<file path="src/rtl/riscv_fetch_unit_pkg.sv">
// Shared types and constants for the RV32I instruction-fetch stage.
// Core-wide widths come from the riscv_configs macros (XLEN, RISCV_INSTR_W, RISCV_PC_STEP,
// RISCV_NOP). Each one is given a default here so that this package compiles on its own.
`ifndef XLEN
`define XLEN 32
`endif
`ifndef RISCV_INSTR_W
`define RISCV_INSTR_W 32
`endif
`ifndef RISCV_PC_STEP
`define RISCV_PC_STEP 4
`endif
`ifndef RISCV_NOP
`define RISCV_NOP 32'h0000_0013
`endif

package riscv_fetch_unit_pkg;
  localparam int unsigned Xlen   = `XLEN;
  localparam int unsigned InstrW = `RISCV_INSTR_W;
  localparam int unsigned PcStep = `RISCV_PC_STEP;

  // One fetch-buffer entry as presented to decode.
  typedef struct packed {
    logic [Xlen-1:0]   pc;
    logic [InstrW-1:0] instr;
  } fetch_entry_t;
endpackage

</file>
<file path="src/rtl/riscv_fetch_unit_if.sv">
// Fetch-stage bus bundle: instruction-memory request/response, decode handshake and
// execute redirect. The master modport belongs to the fetch unit. The slave modport belongs to
// the memory/pipeline side.
// When RISCV_FETCH_MISALIGN_EN is defined, the bundle also carries the misaligned-target flag
// and the offending target.
interface riscv_fetch_unit_if;
  import riscv_fetch_unit_pkg::*;

  logic              o_imem_req;
  logic [Xlen-1:0]   o_imem_addr;
  logic              i_imem_ready;
  logic              i_imem_rvalid;
  logic [InstrW-1:0] i_imem_rdata;
  logic              o_if_valid;
  logic [Xlen-1:0]   o_if_pc;
  logic [InstrW-1:0] o_if_instr;
  logic              i_id_ready;
  logic              i_redirect;
  logic [Xlen-1:0]   i_redirect_pc;
`ifdef RISCV_FETCH_MISALIGN_EN
  logic              o_fetch_misalign;
  logic [Xlen-1:0]   o_fetch_misalign_pc;
`endif

  modport master (
    output o_imem_req, o_imem_addr, o_if_valid, o_if_pc, o_if_instr,
`ifdef RISCV_FETCH_MISALIGN_EN
    output o_fetch_misalign, o_fetch_misalign_pc,
`endif
    input  i_imem_ready, i_imem_rvalid, i_imem_rdata, i_id_ready, i_redirect, i_redirect_pc
  );

  modport slave (
    input  o_imem_req, o_imem_addr, o_if_valid, o_if_pc, o_if_instr,
`ifdef RISCV_FETCH_MISALIGN_EN
    input  o_fetch_misalign, o_fetch_misalign_pc,
`endif
    output i_imem_ready, i_imem_rvalid, i_imem_rdata, i_id_ready, i_redirect, i_redirect_pc
  );
endinterface

</file>
<file path="src/rtl/riscv_fetch_fifo.sv">
// Synchronous FIFO with a flush input and an occupancy count output. It holds the fetch buffer
// ({pc,instr}) and the address-tag queue.
// Ports: clk_i/rst_ni clock and asynchronous active-low reset; flush_i empties the FIFO and
//        overrides push/pop; push_i/wdata_i write; pop_i removes the head; rdata_o is the head
//        (registered storage); count_o is the number of stored entries.
// Depth must be a power of two and at least 2. Push while full is accepted when a pop happens
// in the same cycle.
module riscv_fetch_fifo #(
  parameter int unsigned Depth = 2,
  parameter int unsigned Width = 64,
  localparam int unsigned PtrW = $clog2(Depth),
  localparam int unsigned CntW = $clog2(Depth + 1)
) (
  input  logic             clk_i,
  input  logic             rst_ni,
  input  logic             flush_i,
  input  logic             push_i,
  input  logic [Width-1:0] wdata_i,
  input  logic             pop_i,
  output logic [Width-1:0] rdata_o,
  output logic [CntW-1:0]  count_o
);
  logic [Width-1:0] mem_q [Depth];
  logic [Width-1:0] mem_d [Depth];
  logic [PtrW-1:0]  wptr_q, wptr_d, rptr_q, rptr_d;
  logic [CntW-1:0]  count_q, count_d;
  logic             full, empty, do_push, do_pop;

  assign full    = (count_q == CntW'(Depth));
  assign empty   = (count_q == '0);
  assign do_pop  = pop_i && !empty;
  assign do_push = push_i && (!full || do_pop);

  always_comb begin
    mem_d   = mem_q;
    wptr_d  = wptr_q;
    rptr_d  = rptr_q;
    count_d = count_q;
    if (flush_i) begin
      wptr_d  = '0;
      rptr_d  = '0;
      count_d = '0;
    end else begin
      if (do_push) begin
        mem_d[wptr_q] = wdata_i;
        wptr_d        = wptr_q + PtrW'(1);
      end
      if (do_pop) begin
        rptr_d = rptr_q + PtrW'(1);
      end
      count_d = count_q + CntW'(do_push) - CntW'(do_pop);
    end
  end

  always_ff @(posedge clk_i or negedge rst_ni) begin
    if (!rst_ni) begin
      for (int i = 0; i < Depth; i++) mem_q[i] <= '0;
      wptr_q  <= '0;
      rptr_q  <= '0;
      count_q <= '0;
    end else begin
      mem_q   <= mem_d;
      wptr_q  <= wptr_d;
      rptr_q  <= rptr_d;
      count_q <= count_d;
    end
  end

  assign rdata_o = mem_q[rptr_q];
  assign count_o = count_q;
endmodule

</file>
<file path="src/rtl/riscv_fetch_unit.sv">
// RV32I instruction-fetch stage. It generates the PC and issues pipelined word requests to
// instruction memory. In-order responses are buffered as {pc,instr} and presented to decode
// through a valid/ready handshake. On a redirect, the unit discards wrong-path fetches that are
// still in flight.
// Ports: i_clk clock; i_rstn asynchronous active-low reset; bus (master modport) carries the
//        imem request/response, the decode handshake and the redirect inputs.
// Optional feature macro: RISCV_FETCH_MISALIGN_EN. It adds the sticky misaligned-target flag
// and stalls fetch after a misaligned redirect. Without it, redirect targets are forced to word
// alignment.
module riscv_fetch_unit
  import riscv_fetch_unit_pkg::*;
#(
  parameter logic [Xlen-1:0] RESET_PC   = '0,
  parameter int unsigned     FIFO_DEPTH = 2
) (
  input  logic                i_clk,
  input  logic                i_rstn,
  riscv_fetch_unit_if.master  bus
);
  localparam int unsigned CntW = $clog2(FIFO_DEPTH + 1);
  localparam int unsigned SumW = CntW + 2;

  logic [Xlen-1:0] pc_q, pc_d;
  logic [CntW-1:0] drop_q, drop_d;
  logic            started_q, started_d;

  logic [CntW-1:0] fifo_count, tag_count;
  logic [Xlen-1:0] tag_head;
  fetch_entry_t    fifo_wdata, fifo_head;
  logic [SumW-1:0] slots_in_use;
  logic [Xlen-1:0] redirect_target;
  logic            fetch_stop;
  logic            accept, drop_resp, keep_resp, if_valid;

  // The tag queue gets one entry per accepted request. An entry is released by a kept response
  // and cleared by a redirect, so the tag-queue occupancy is the outstanding-request count.
  assign slots_in_use = SumW'(fifo_count) + SumW'(tag_count) + SumW'(drop_q);
  assign bus.o_imem_req  = started_q && !fetch_stop && !bus.i_redirect &&
                           (slots_in_use < SumW'(FIFO_DEPTH));
  assign bus.o_imem_addr = pc_q;

  assign accept    = bus.o_imem_req && bus.i_imem_ready;
  assign drop_resp = bus.i_imem_rvalid && (drop_q != '0);
  assign keep_resp = bus.i_imem_rvalid && (drop_q == '0) && !bus.i_redirect;
  assign if_valid  = (fifo_count != '0);

  assign fifo_wdata = '{pc: tag_head, instr: bus.i_imem_rdata};

  riscv_fetch_fifo #(
    .Depth (FIFO_DEPTH),
    .Width (Xlen)
  ) u_tag_fifo (
    .clk_i   (i_clk),
    .rst_ni  (i_rstn),
    .flush_i (bus.i_redirect),
    .push_i  (accept),
    .wdata_i (pc_q),
    .pop_i   (keep_resp),
    .rdata_o (tag_head),
    .count_o (tag_count)
  );

  riscv_fetch_fifo #(
    .Depth (FIFO_DEPTH),
    .Width ($bits(fetch_entry_t))
  ) u_data_fifo (
    .clk_i   (i_clk),
    .rst_ni  (i_rstn),
    .flush_i (bus.i_redirect),
    .push_i  (keep_resp),
    .wdata_i (fifo_wdata),
    .pop_i   (if_valid && bus.i_id_ready && !bus.i_redirect),
    .rdata_o (fifo_head),
    .count_o (fifo_count)
  );

  always_comb begin
    pc_d      = pc_q;
    drop_d    = drop_q;
    started_d = 1'b1;
    if (bus.i_redirect) begin
      pc_d   = redirect_target;
      // A same-cycle response retires one in-flight fetch. The remaining ones become drops.
      drop_d = drop_q + tag_count - CntW'(bus.i_imem_rvalid);
    end else begin
      if (accept) pc_d = pc_q + Xlen'(PcStep);
      if (drop_resp) drop_d = drop_q - CntW'(1);
    end
  end

  always_ff @(posedge i_clk or negedge i_rstn) begin
    if (!i_rstn) begin
      pc_q      <= RESET_PC;
      drop_q    <= '0;
      started_q <= 1'b0;
    end else begin
      pc_q      <= pc_d;
      drop_q    <= drop_d;
      started_q <= started_d;
    end
  end

  assign bus.o_if_valid = if_valid;
  assign bus.o_if_pc    = if_valid ? fifo_head.pc : '0;
  assign bus.o_if_instr = if_valid ? fifo_head.instr : '0;

`ifdef RISCV_FETCH_MISALIGN_EN
  logic            misalign_q, misalign_d;
  logic [Xlen-1:0] misalign_pc_q, misalign_pc_d;

  always_comb begin
    misalign_d    = misalign_q;
    misalign_pc_d = misalign_pc_q;
    if (bus.i_redirect) begin
      misalign_d = |bus.i_redirect_pc[1:0];
      if (misalign_d) misalign_pc_d = bus.i_redirect_pc;
    end
  end

  always_ff @(posedge i_clk or negedge i_rstn) begin
    if (!i_rstn) begin
      misalign_q    <= 1'b0;
      misalign_pc_q <= '0;
    end else begin
      misalign_q    <= misalign_d;
      misalign_pc_q <= misalign_pc_d;
    end
  end

  assign redirect_target         = bus.i_redirect_pc;
  assign fetch_stop              = misalign_q;
  assign bus.o_fetch_misalign    = misalign_q;
  assign bus.o_fetch_misalign_pc = misalign_pc_q;
`else
  assign redirect_target = bus.i_redirect_pc & ~Xlen'(3);
  assign fetch_stop      = 1'b0;
`endif
endmodule

</file>
<file path="src/flat_wrapper.sv">
// flat-port wrapper written by rule: the top's interface ports become plain ports
module riscv_fetch_unit_flat import riscv_fetch_unit_pkg::*;
#(
  parameter logic [Xlen-1:0] RESET_PC   = '0,
  parameter int unsigned     FIFO_DEPTH = 2
)
  (i_clk, i_rstn, bus_o_imem_req, bus_o_imem_addr, bus_o_if_valid, bus_o_if_pc, bus_o_if_instr, bus_i_imem_ready, bus_i_imem_rvalid, bus_i_imem_rdata, bus_i_id_ready, bus_i_redirect, bus_i_redirect_pc);
  riscv_fetch_unit_if bus_i ();
  input  logic i_clk;
  input  logic i_rstn;
  output wire logic [$bits(bus_i.o_imem_req)-1:0] bus_o_imem_req;
  output wire logic [$bits(bus_i.o_imem_addr)-1:0] bus_o_imem_addr;
  output wire logic [$bits(bus_i.o_if_valid)-1:0] bus_o_if_valid;
  output wire logic [$bits(bus_i.o_if_pc)-1:0] bus_o_if_pc;
  output wire logic [$bits(bus_i.o_if_instr)-1:0] bus_o_if_instr;
  input wire logic [$bits(bus_i.i_imem_ready)-1:0] bus_i_imem_ready;
  input wire logic [$bits(bus_i.i_imem_rvalid)-1:0] bus_i_imem_rvalid;
  input wire logic [$bits(bus_i.i_imem_rdata)-1:0] bus_i_imem_rdata;
  input wire logic [$bits(bus_i.i_id_ready)-1:0] bus_i_id_ready;
  input wire logic [$bits(bus_i.i_redirect)-1:0] bus_i_redirect;
  input wire logic [$bits(bus_i.i_redirect_pc)-1:0] bus_i_redirect_pc;
  assign bus_o_imem_req = bus_i.o_imem_req;
  assign bus_o_imem_addr = bus_i.o_imem_addr;
  assign bus_o_if_valid = bus_i.o_if_valid;
  assign bus_o_if_pc = bus_i.o_if_pc;
  assign bus_o_if_instr = bus_i.o_if_instr;
  assign bus_i.i_imem_ready = bus_i_imem_ready;
  assign bus_i.i_imem_rvalid = bus_i_imem_rvalid;
  assign bus_i.i_imem_rdata = bus_i_imem_rdata;
  assign bus_i.i_id_ready = bus_i_id_ready;
  assign bus_i.i_redirect = bus_i_redirect;
  assign bus_i.i_redirect_pc = bus_i_redirect_pc;
  riscv_fetch_unit #(.RESET_PC(RESET_PC), .FIFO_DEPTH(FIFO_DEPTH)) u_core (.i_clk(i_clk), .i_rstn(i_rstn), .bus(bus_i));
endmodule
</file>
<file path="config.mk">
export PLATFORM = sky130hd
export DESIGN_NAME = riscv_fetch_unit_flat
export DESIGN_NICKNAME = d
export VERILOG_FILES = /design/src/rtl/riscv_fetch_unit_pkg.sv /design/src/rtl/riscv_fetch_unit_if.sv /design/src/rtl/riscv_fetch_fifo.sv /design/src/rtl/riscv_fetch_unit.sv /design/src/flat_wrapper.sv
export SDC_FILE = /design/constraint.sdc
export NUM_CORES = 1
export LEC_CHECK = 0
export ABC_AREA = 1
export CORE_MARGIN = 2
export CORE_UTILIZATION = 51
export DETAILED_ROUTE_END_ITERATION = 12
export GPL_TIMING_DRIVEN = 0
export PLACE_DENSITY = 0.78
export SLEW_MARGIN = 20
export SYNTH_ARGS = -nofsm -noshare
export SYNTH_HDL_FRONTEND = slang
export SYNTH_HIERARCHICAL = 1
export SYNTH_SLANG_ARGS = --single-unit
</file>
<file path="constraint.sdc">
create_clock -name i_clk -period 2.75 [get_ports i_clk]
set_clock_uncertainty 0.1 [all_clocks]
set_input_delay 0.4125 -clock i_clk [delete_from_list [all_inputs] [get_ports i_clk]]
set_output_delay 0.4125 -clock i_clk [all_outputs]
set_load 0.1 [all_outputs]
</file>
Word level (Yosys, flattened, before mapping)
Index checks and enable logic that the tools add are counted.

storage, ports and cells
  register bits after elaboration = 235
  output and inout bits = 98
  word-level logic and storage cells = 103

cells by class
  add/subtract/negate cells = 14
  $lt $le $gt $ge = 7
  equality and inequality tests = 2
  multiplexer cells = 28
  bitwise logic cells = 5
  reductions and logical operators = 34

operator list
  operator               count
  $mux 32                8
  $mux 64                4
  $bwmux 128             1
  $bwmux 64              1
  $demux 64 s1           1
  $add 32x3->32 const B  1
  $demux 32 s1           1
  $reduce_bool 2->1      8
  $logic_and 1x1->1      14
  $ge 2x2->1 const B     4
  $mux 1                 8
  $mux 2                 4
  $not 1->2              4
  $logic_not 2->1        3
  $sub 2x1->2            3
  $logic_not 1->1        5
  $add 1x1->1 const B    4
  $add 2x1->2            2
  $add 4x2->4            1
  $eq 2x2->1 const B     2
  $lt 2x1->1 const B     2
  $lt 4x2->1 const B     1
  $reduce_and 2->1       2
  $add 2x2->3            1
  4 further kinds        5

Longest topological paths before layout
  depth in word-level cells = 9
  gate-level depth with buffers = 16
  depth with buffers taken out = 14

Hierarchy
Netlist, hierarchy kept.

modules (own cells, without submodules)
  module                                 instances  cells an instance  area an instance (µm²)  sequential area each (µm²)
  riscv_fetch_fifo (u_core.u_data_fifo)  1          809                6378.6                  3303.2
  riscv_fetch_fifo (u_core.u_tag_fifo)   1          420                3342.0                  1701.6
  riscv_fetch_unit                       1          549                3148.0                  825.8

Worst setup path after synthesis
No wires, ideal clock.

  path kind = reg2reg
  start = register u_core.u_tag_fifo.count_q[1] (netlist: u_core/u_tag_fifo/count_o[1])
  end = register u_core.u_tag_fifo.count_q[1] (netlist: u_core/u_tag_fifo/count_o[1])
  library setup time = 0.119 ns
  arrival time = 2.711 ns
  required time = 2.531 ns
  setup slack = -0.180 ns
  cell stages (with the launch flop) = 16
  period minus slack after synthesis = 2.930 ns
  cell sequence = dfrtp_1 inv_1 fa_1 inv_1 ha_1 nor2_1 nand4_4 clkinv_2 buf_4 buf_6 nand2_1 ha_1 inv_1 ha_1 a21oi_1 nor2_1

on the way
  cells in the longest elaborated chain, start to end = 9
  elaborated cells on any way between the ends = 15

ends and longest elaborated chain
  what                              RTL line                source
  start, declared                   riscv_fetch_fifo.sv:26  logic [CntW-1:0] count_q, count_d;
  start signal, assigned            riscv_fetch_fifo.sv:65  count_q <= count_d;
  $add 2x2->3                       riscv_fetch_unit.sv:37  assign slots_in_use = SumW'(fifo_count) + SumW'(tag_count) + SumW'(drop_q);
  $add 4x2->4                       riscv_fetch_unit.sv:37
  $lt 4x2->1                        riscv_fetch_unit.sv:39  (slots_in_use < SumW'(FIFO_DEPTH));
  $logic_and 1x1->1                 riscv_fetch_unit.sv:38  assign bus.o_imem_req = started_q && !fetch_stop && !bus.i_redirect &&
  $logic_and 1x1->1                 riscv_fetch_unit.sv:42  assign accept = bus.o_imem_req && bus.i_imem_ready;
  via u_core.accept                 riscv_fetch_unit.sv:33  logic accept, drop_resp, keep_resp, if_valid;
  $logic_and 1x1->1                 riscv_fetch_fifo.sv:32  assign do_push = push_i && (!full || do_pop);
  $add 2x1->2                       riscv_fetch_fifo.sv:51  count_d = count_q + CntW'(do_push) - CntW'(do_pop);
  $sub 2x1->2                       riscv_fetch_fifo.sv:51
  $mux 2                            riscv_fetch_fifo.sv:39  if (flush_i) begin
  via u_core.u_tag_fifo.count_d[1]  riscv_fetch_fifo.sv:26

The timed path passes the listed nets, and every way through them passes these cells.
A chain may end at the register's enable or synchronous reset.

Worst setup path after layout
  start = register u_core.pc_q[2] (netlist: u_core/bus.o_imem_addr[2])
  end = output bus_o_imem_addr[2]

RTL lines
  what                    RTL line                source
  start, declared         riscv_fetch_unit.sv:23  logic [Xlen-1:0] pc_q, pc_d;
  start signal, assigned  riscv_fetch_unit.sv:97  pc_q <= pc_d;
  end, declared           flat_wrapper.sv:12      output wire logic [$bits(bus_i.o_imem_addr)-1:0] bus_o_imem_addr;

No word-level cell between the ends.

==> run_results.csv <==
group,metric,value,unit
outcome,outcome,"finished clean",
setup_path,cell_with_the_biggest_individual_delay_on_the_critical_path,"clkdlybuf4s50_1",
place,dpl.hpwl,26600,um
grt,grt_pass1_wl,60210,um
setup_path,worstPathMaxFanout,7,
finish,commonest_non_fill_non_tap_cells_in_the_layout,"nand2_1 (839), dfrtp_1 (231), nand4_1 (192), inv_1 (125), nor2_1 (102)",
finish,share_of_layout_cells_above_drive_strength_1,0.1368,
timing,max_freq,0.3709,GHz
floorplan,io_pins,168,
finish,final_common_cell,"nand2_1",
setup_path,worstPathArrival,2.18,ns
detailed_routing,antenna_left,0,
flow_run,cap_violations,0,
synth,synth-seq-cells,233,
finish,n_antenna_cell,0,
cts,clk_root_buffer_cell,"clkbuf_16",
detailed_routing,detail_route.wirelength,37730,um
synth,postSynthCellCount,1778,
grt,antenna_violations_before_repair,0,
synth,synth_top_area_frac,0.4531,
synth,synth.cell_area,0.01287,sq mm
detailed_routing,drc,0,
place,port_buffers,163,
grt,gr-usage-all-layers,0.2843,
finish,design_area,0.01575,sq mm
setup_path,timing.critical_path.cells,"clkdlybuf4s50_1",
setup_path,critical_path_buf_inv_count,1,
synth,post_synthesis_mean_instance_area,7.238,sq um
floorplan,initial_standard_cell_utilization_of_the_core,0.5155,
timing,relSlewSlack,0.3470,
cts,clock_tree_from_tritoncts,"yes",
finish,num-nets-final,2065,
timing,timing_worst_slew_pin_value,0.9764,ns
finish,area.growth.synth_to_final,22.37,%
cts,clk-insertion-delay-late,0.51,ns
power_and_ir_drop,ir_drop,0.5882,mV
power_and_ir_drop,p_leak,8.679,nW
setup_path,end_kind,"output port",
timing,finalHoldWorstSlack,0.2842,ns
place,postPlaceCellArea,0.01501,sq mm
min_path,hold_path_class,"in2reg",
setup_path,category_of_cells_accounting_for_the_largest_share_of_critical_path_delay,"buffers and inverters",
setup_path,start_kind,"register",
grt,grt_start_max_net_pins,94,
cts,htreeDepth,1,
detailed_routing,detail_route.wl_per_cell,16.22,um
synth,netlist.top_cell.by_area,"dfrtp_1",
cts,clkSinkCount,233,
power_and_ir_drop,pwr_density_cell,808.1,mW/mm^2
cts,clock_path_buffers,3,
grt,number_of_global_route_vias_before_repair,12090,
setup_path,critPathMaxStageDelay,1.19,ns
grt,globalRoute.totalOverflow,0,
synth,synth_seq_area_share,0.4531,
synth,synthDistinctLibCells,36,
detailed_routing,drt_iter0_drc,1200,
timing,timing.final.crit_share,0.9804,
place,finalWeightedCongestion,0.8940,
timing,hold_viol,0,
synth,largest_cells_by_area_after_synthesis,"dfrtp_1 (45%), nand2_1 (25%), nand4_1 (9.3%)",
timing,slew_viol_final,0,
floorplan,die_height,162.8,um
timing,layout_min_cycle_time,2.696,ns
synth,synth.yosys.warnings,6,
cts,worst_setup_hold_path_clk_slew,0.06,ns
detailed_routing,vias_per_cell,5.453,
detailed_routing,drt_pre_antenna_iters,5,
floorplan,fp.coreArea,0.02496,sq mm
detailed_routing,vias,12680,
floorplan,cell_row_count,58,
setup_path,worstPathRequired,2.24,ns
setup_path,setup.worst_path.class,"reg2out",
floorplan,fp.dieArea,0.02652,sq mm
finish,finish.cell_count_without_fillers,2326,
place,place.detailed.instances,2278,
timing,finalSetupViolations,0,
cts,cts-buffers-inserted,25,
floorplan,chip_width,162.8,um
[worst paths after layout]
path                                                         start                                        to  slack, ns  cells after the start
max                          u_core/bus.o_imem_addr[2]$_DFFE_PN0P_                        bus_o_imem_addr[2]       0.05                      1
min                                                 bus_i_redirect    u_core/u_tag_fifo/count_o[0]$_DFF_PN0_       0.28                      2
max reg2reg                           u_core/drop_q[1]$_DFFE_PN0P_   u_core/u_data_fifo/count_o[1]$_DFF_PN0_       0.14                     13
min reg2reg                u_core/u_tag_fifo/mem_q[53]$_DFFE_PN0P_   u_core/u_tag_fifo/mem_q[53]$_DFFE_PN0P_       0.37                      2
max in group asynchronous                                   i_rstn   u_core/u_tag_fifo/mem_q[23]$_DFFE_PN0P_       1.03                      4
min in group asynchronous                                   i_rstn  u_core/u_data_fifo/mem_q[87]$_DFFE_PN0P_       0.32                      2
[state kept, by name, summed over array words and instances (netlist names), 2 cells and up]
register	count
u_core/u_tag_fifo/mem_q	64
u_core/u_data_fifo/mem_q	128
u_core/drop_q	2
u_core/u_data_fifo/count_o	2
u_core/u_tag_fifo/count_o	2
u_core/bus.o_imem_addr	30
[logic make-up (layout without fill, tap and decap cells)]
logic type      count (synthesis)  after routing  synth area share
xor+xnor                        6              6          0.004084
other cells                     2              7         0.0005836
buf+inv                       261            474           0.09771
simple gates                 1240           1240            0.4212
flops                         233            233            0.4531
compound gates                 25             25           0.01206
fa+ha+maj                      11             11           0.01128
[stage by stage]
step                      worst slack [ns]  total power [mW]   TNS (ns)    util
after CTS                         -0.06011             12.69    -0.1227  0.6255
after detailed placement            -1.272             9.564    -157.90  0.6014
after floorplan                   0.007351             8.286          0       -
final                              0.05398             12.73          0  0.6308
after global routing             -0.009345             13.52  -0.009345  0.6308
after global placement              -9.426             9.431   -2137.03  0.5990
[worst register-to-register path, cell delays in order, from the launching register on]
cell     delay (ns)
dfrtp_1        0.39
inv_2          0.08
buf_4          0.11
ha_1           0.15
nand2_1        0.06
nor2_2         0.24
buf_2          0.23
buf_2          0.29
nand2_1        0.14
ha_1           0.29
inv_1          0.04
ha_1           0.18
a21oi_1        0.13
nor2_1         0.06
[area by class of cell]
class / count / area (sq um)
Inverter: 140 / 538.0
Timing Repair inverter: 1 / 8.758
Fill cell: 2221 / 9216
Tap cell: 330 / 412.9
Sequential cell: 233 / 5833
Timing Repair Buffer: 176 / 1640
Clock inverter: 6 / 55.05
Multi-Input combinational cell: 1289 / 5824
Clock buffer: 33 / 695.7
Buffer: 118 / 739.5
[Yosys cell counts]
library cell,instances
and2_1,2
inv_2,9
o21ai_0,7
fa_1,1
xnor2_1,2
nand3_2,3
ha_1,10
nand4_4,1
o21a_1,1
xor2_1,4
nand3_4,3
a21oi_1,5
nand3_1,73
nor2_4,10
nand2_1,840
nor3_1,1
nor2_1,105
buf_2,74
buf_8,5
clkinv_1,1
o21bai_1,7
nand4_1,192
nor2_2,3
o211ai_1,2
a22oi_1,1
o21ai_1,1
dfrtp_1,233
clkinv_2,1
nand2_4,2
buf_4,16
nand2_2,5
clkbuf_1,17
conb_1,2
inv_1,129
buf_6,9
a21o_1,1
[power breakdown]
part,total (mW),switching (mW),internal (mW),leakage (nW)
combinational,4.50,3.18,1.32,5.23
clock,3.13,1.29,1.84,0.375
sequential,5.10,0.690,4.41,3.07
[layer usage]
metal  part of all wire  track usage  wire length [um]
met5                  0            0                 0
met4              0.037       0.1086              1408
met3              0.083      0.03540              3127
met2               0.47       0.4827             17600
met1               0.41       0.3734             15590
[what timing repair did]
item	CTS	global route
pin swaps	1	1
hold endpoints to repair	55	0
setup buffers	3	7
hold buffers	1	0
gates resized for setup	395	49
gates cloned	0	1
setup endpoints to repair	215	61
Note: power is estimated with default switching activity, not from simulation.
==> patch (same flow settings) <==
`RISCV_INSTR_W`: 32 -> 16.
--- a/src/rtl/riscv_fetch_unit_pkg.sv
+++ b/src/rtl/riscv_fetch_unit_pkg.sv
@@ -5,7 +5,7 @@
 `define XLEN 32
 `endif
 `ifndef RISCV_INSTR_W
-`define RISCV_INSTR_W 32
+`define RISCV_INSTR_W 16
 `endif
 `ifndef RISCV_PC_STEP
 `define RISCV_PC_STEP 4
Interface: changed (resized bus_i_imem_rdata and bus_o_if_instr); port bits go from 168 to 136. The function was not compared with the original's and may differ.
==> patch against the original RTL <==
- global-route usage down 1.2 points
- non-clock buffer count down 54
- routed wire length down 16%
- sequential cell count down 32
- area after synthesis down 13%
- cell area down 12%
- power down 11%
- setup slack worse by 14 ps
- utilization up 0.67 points
- critical path type unchanged
- highest routed layer unchanged
==> patch: results (changes against the original RTL) <==
* Run status: complete, no violations
- The pin count of the biggest net entering global routing came to 101 (+7.4%).
- Critical-path top delay cell: sky130_fd_sc_hd__clkdlybuf4s50_1
* Yosys cell types: 33 (-8.3%)
- The number of nets in the final layout is 1,787 (-13%).
- The worst-case headroom to the max-slew limit was 34.73% (about the same).
- The global routing usage summed across all routing layers was 27.22% (-1.2 points).
- The tightest min-delay check is of the in2async type.
- Main synth FF type: sky130_fd_sc_hd__dfrtp_1
- Number of buffers inserted by port buffering: 131 (-20%)
- The data arrival at the endpoint of the critical path was 2200 ps (+20 ps).
* Number of global-route vias before repair: 10,329 (-15%)
- Net switching share of the total power: 39.79% (-0.76 points)
* Largest voltage drop on the vdd net: 0.4219 mV (-28%)
- Leakage: 0.007497 µW (-14%)
- Leading cell types by total area after synthesis: sky130_fd_sc_hd__dfrtp_1 45%, sky130_fd_sc_hd__nand2_1 25%, sky130_fd_sc_hd__nand4_1 9.0%
- The tree is rooted in a sky130_fd_sc_hd__clkbuf_16.
- Register clock-pin slew on the reported worst setup and hold paths: 60 ps (about the same)
- Via count normalized by instance count: 5.381 (-1.3%)
- The average footprint of a synthesized cell came to 7.187 µm² (-0.70%).
- The total CTS buffers is 23 (-8.0%).
- Final HPWL DP: 22,240 µm (-16%)
* Routability cong.: 0.8759 (-2.0%)
* Setup WS pre-CTS: -1339 ps (-67.09 ps)
- The initial detailed-routing violation count came to 963 (-20%).
* Routed length per instance: 15.76 µm (-2.8%)
* Most frequent cells after synthesis: 729 x sky130_fd_sc_hd__nand2_1, 201 x sky130_fd_sc_hd__dfrtp_1, 160 x sky130_fd_sc_hd__nand4_1, 118 x sky130_fd_sc_hd__inv_1, 87 x sky130_fd_sc_hd__nor2_1
- The share of final-layout standard cells stronger than drive strength 1 was 13.35% (-0.33 points).
* Maximum fanout along the worst path: 8 (+1)
- Number of flip-flops under the largest register name: 96 (-25%)
- Via count of the routed design: 10,858 (-14%)
* Instance count after placement with tap cells included: 1,970 (-14%)
- The iteration count of the initial detailed-routing pass was 6 (+1).
* Wire length of the first global-routing pass: 52,140 µm (-13%)
- Sequential element share of the synthesized area: 45.09% (-0.22 points)
[patch: cell count changes after synthesis, sizes merged, moves of 2 or more]
cell	delta
buf	-37
inv	-15
nor2	-15
dfrtp	-32
nand2	-111
nand3	+2
clkbuf	+17
nand4	-32
[patch: layer usage]
layer  up-vias  global-route usage, %  share of wire (%)
li1       5266                      -                  -
met1      5062                  37.16                 43
met2       459                  45.28                 47
met3        71                  3.565                7.1
met4         0                  8.901                3.1
met5         -                      0                  0
[patch: worst paths after layout]
kind                                                 endpoint                           from  slack [ps]
min in group i_clk               u_core/u_tag_fifo/count_o[0]                 bus_i_redirect         180
worst min register to register   u_core/u_data_fifo/mem_q[36]   u_core/u_data_fifo/mem_q[36]         370
worst max register to register  u_core/u_data_fifo/count_o[1]  u_core/u_data_fifo/count_o[0]         180
worst min-delay path             u_core/u_data_fifo/mem_q[58]                         i_rstn         180
worst max-delay path                      bus_o_imem_addr[14]     u_core/bus.o_imem_addr[14]          40
max in group asynchronous        u_core/u_tag_fifo/count_o[1]                         i_rstn        1660
[patch: cells by family (layout without fill, tap and decap cells)]
logic type      count (synthesis)  count (layout)  share of synthesized area [%]
simple gates                 1084            1084                          42.68
buf+inv                       225             406                          9.142
flops                         201             201                          45.09
compound gates                 24              24                          1.324
fa+ha+maj                      11              11                          1.301
xor+xnor                        5               5                         0.3927
other cells                     2               7                        0.06733
[patch: cell type report]
cell class | instances | area [µm²]
timing repair inverter | 1 | 8.758
clock buffer | 35 | 710.7
tap | 280 | 350.3
inverter | 124 | 481.7
multi-input combinational | 1131 | 5194
fill | 1932 | 7836
sequential | 201 | 5032
buffer | 99 | 563.0
timing repair buffer | 141 | 1355
clock inverter | 6 | 88.84
[patch: stage by stage]
step	utilization [%]	hold WS (ps)	instance area (µm²)
after floorplan	-	16.91	11210
after global placement	59.55	353.3	12880
after detailed placement	59.83	107.4	12940
after CTS	63.38	175.8	13700
after global routing	63.76	177.6	13780
final	63.76	178.4	13780
[patch: power by group through the flow]
stage	clock, µW	sequential, µW	combinational [µW]
floorplan	0	4760	2260
CTS	3210	4330	3740
global placement	0	4350	3630
global route	3350	4450	4190
detailed placement	0	4370	3730
finish	3170	4340	3790
[patch: timing repair]
| action | 4_1_cts | 5_1_grt |
|---|---|---|
| cloned | 0 | 1 |
| gates resized for setup | 267 | 92 |
| endpoints found under the hold margin | 201 | 0 |
| hold buffers | 1 | 0 |
| buffers inserted | 4 | 3 |
| pin swaps | 1 | 3 |
| setup endpoints to repair | 178 | 69 |
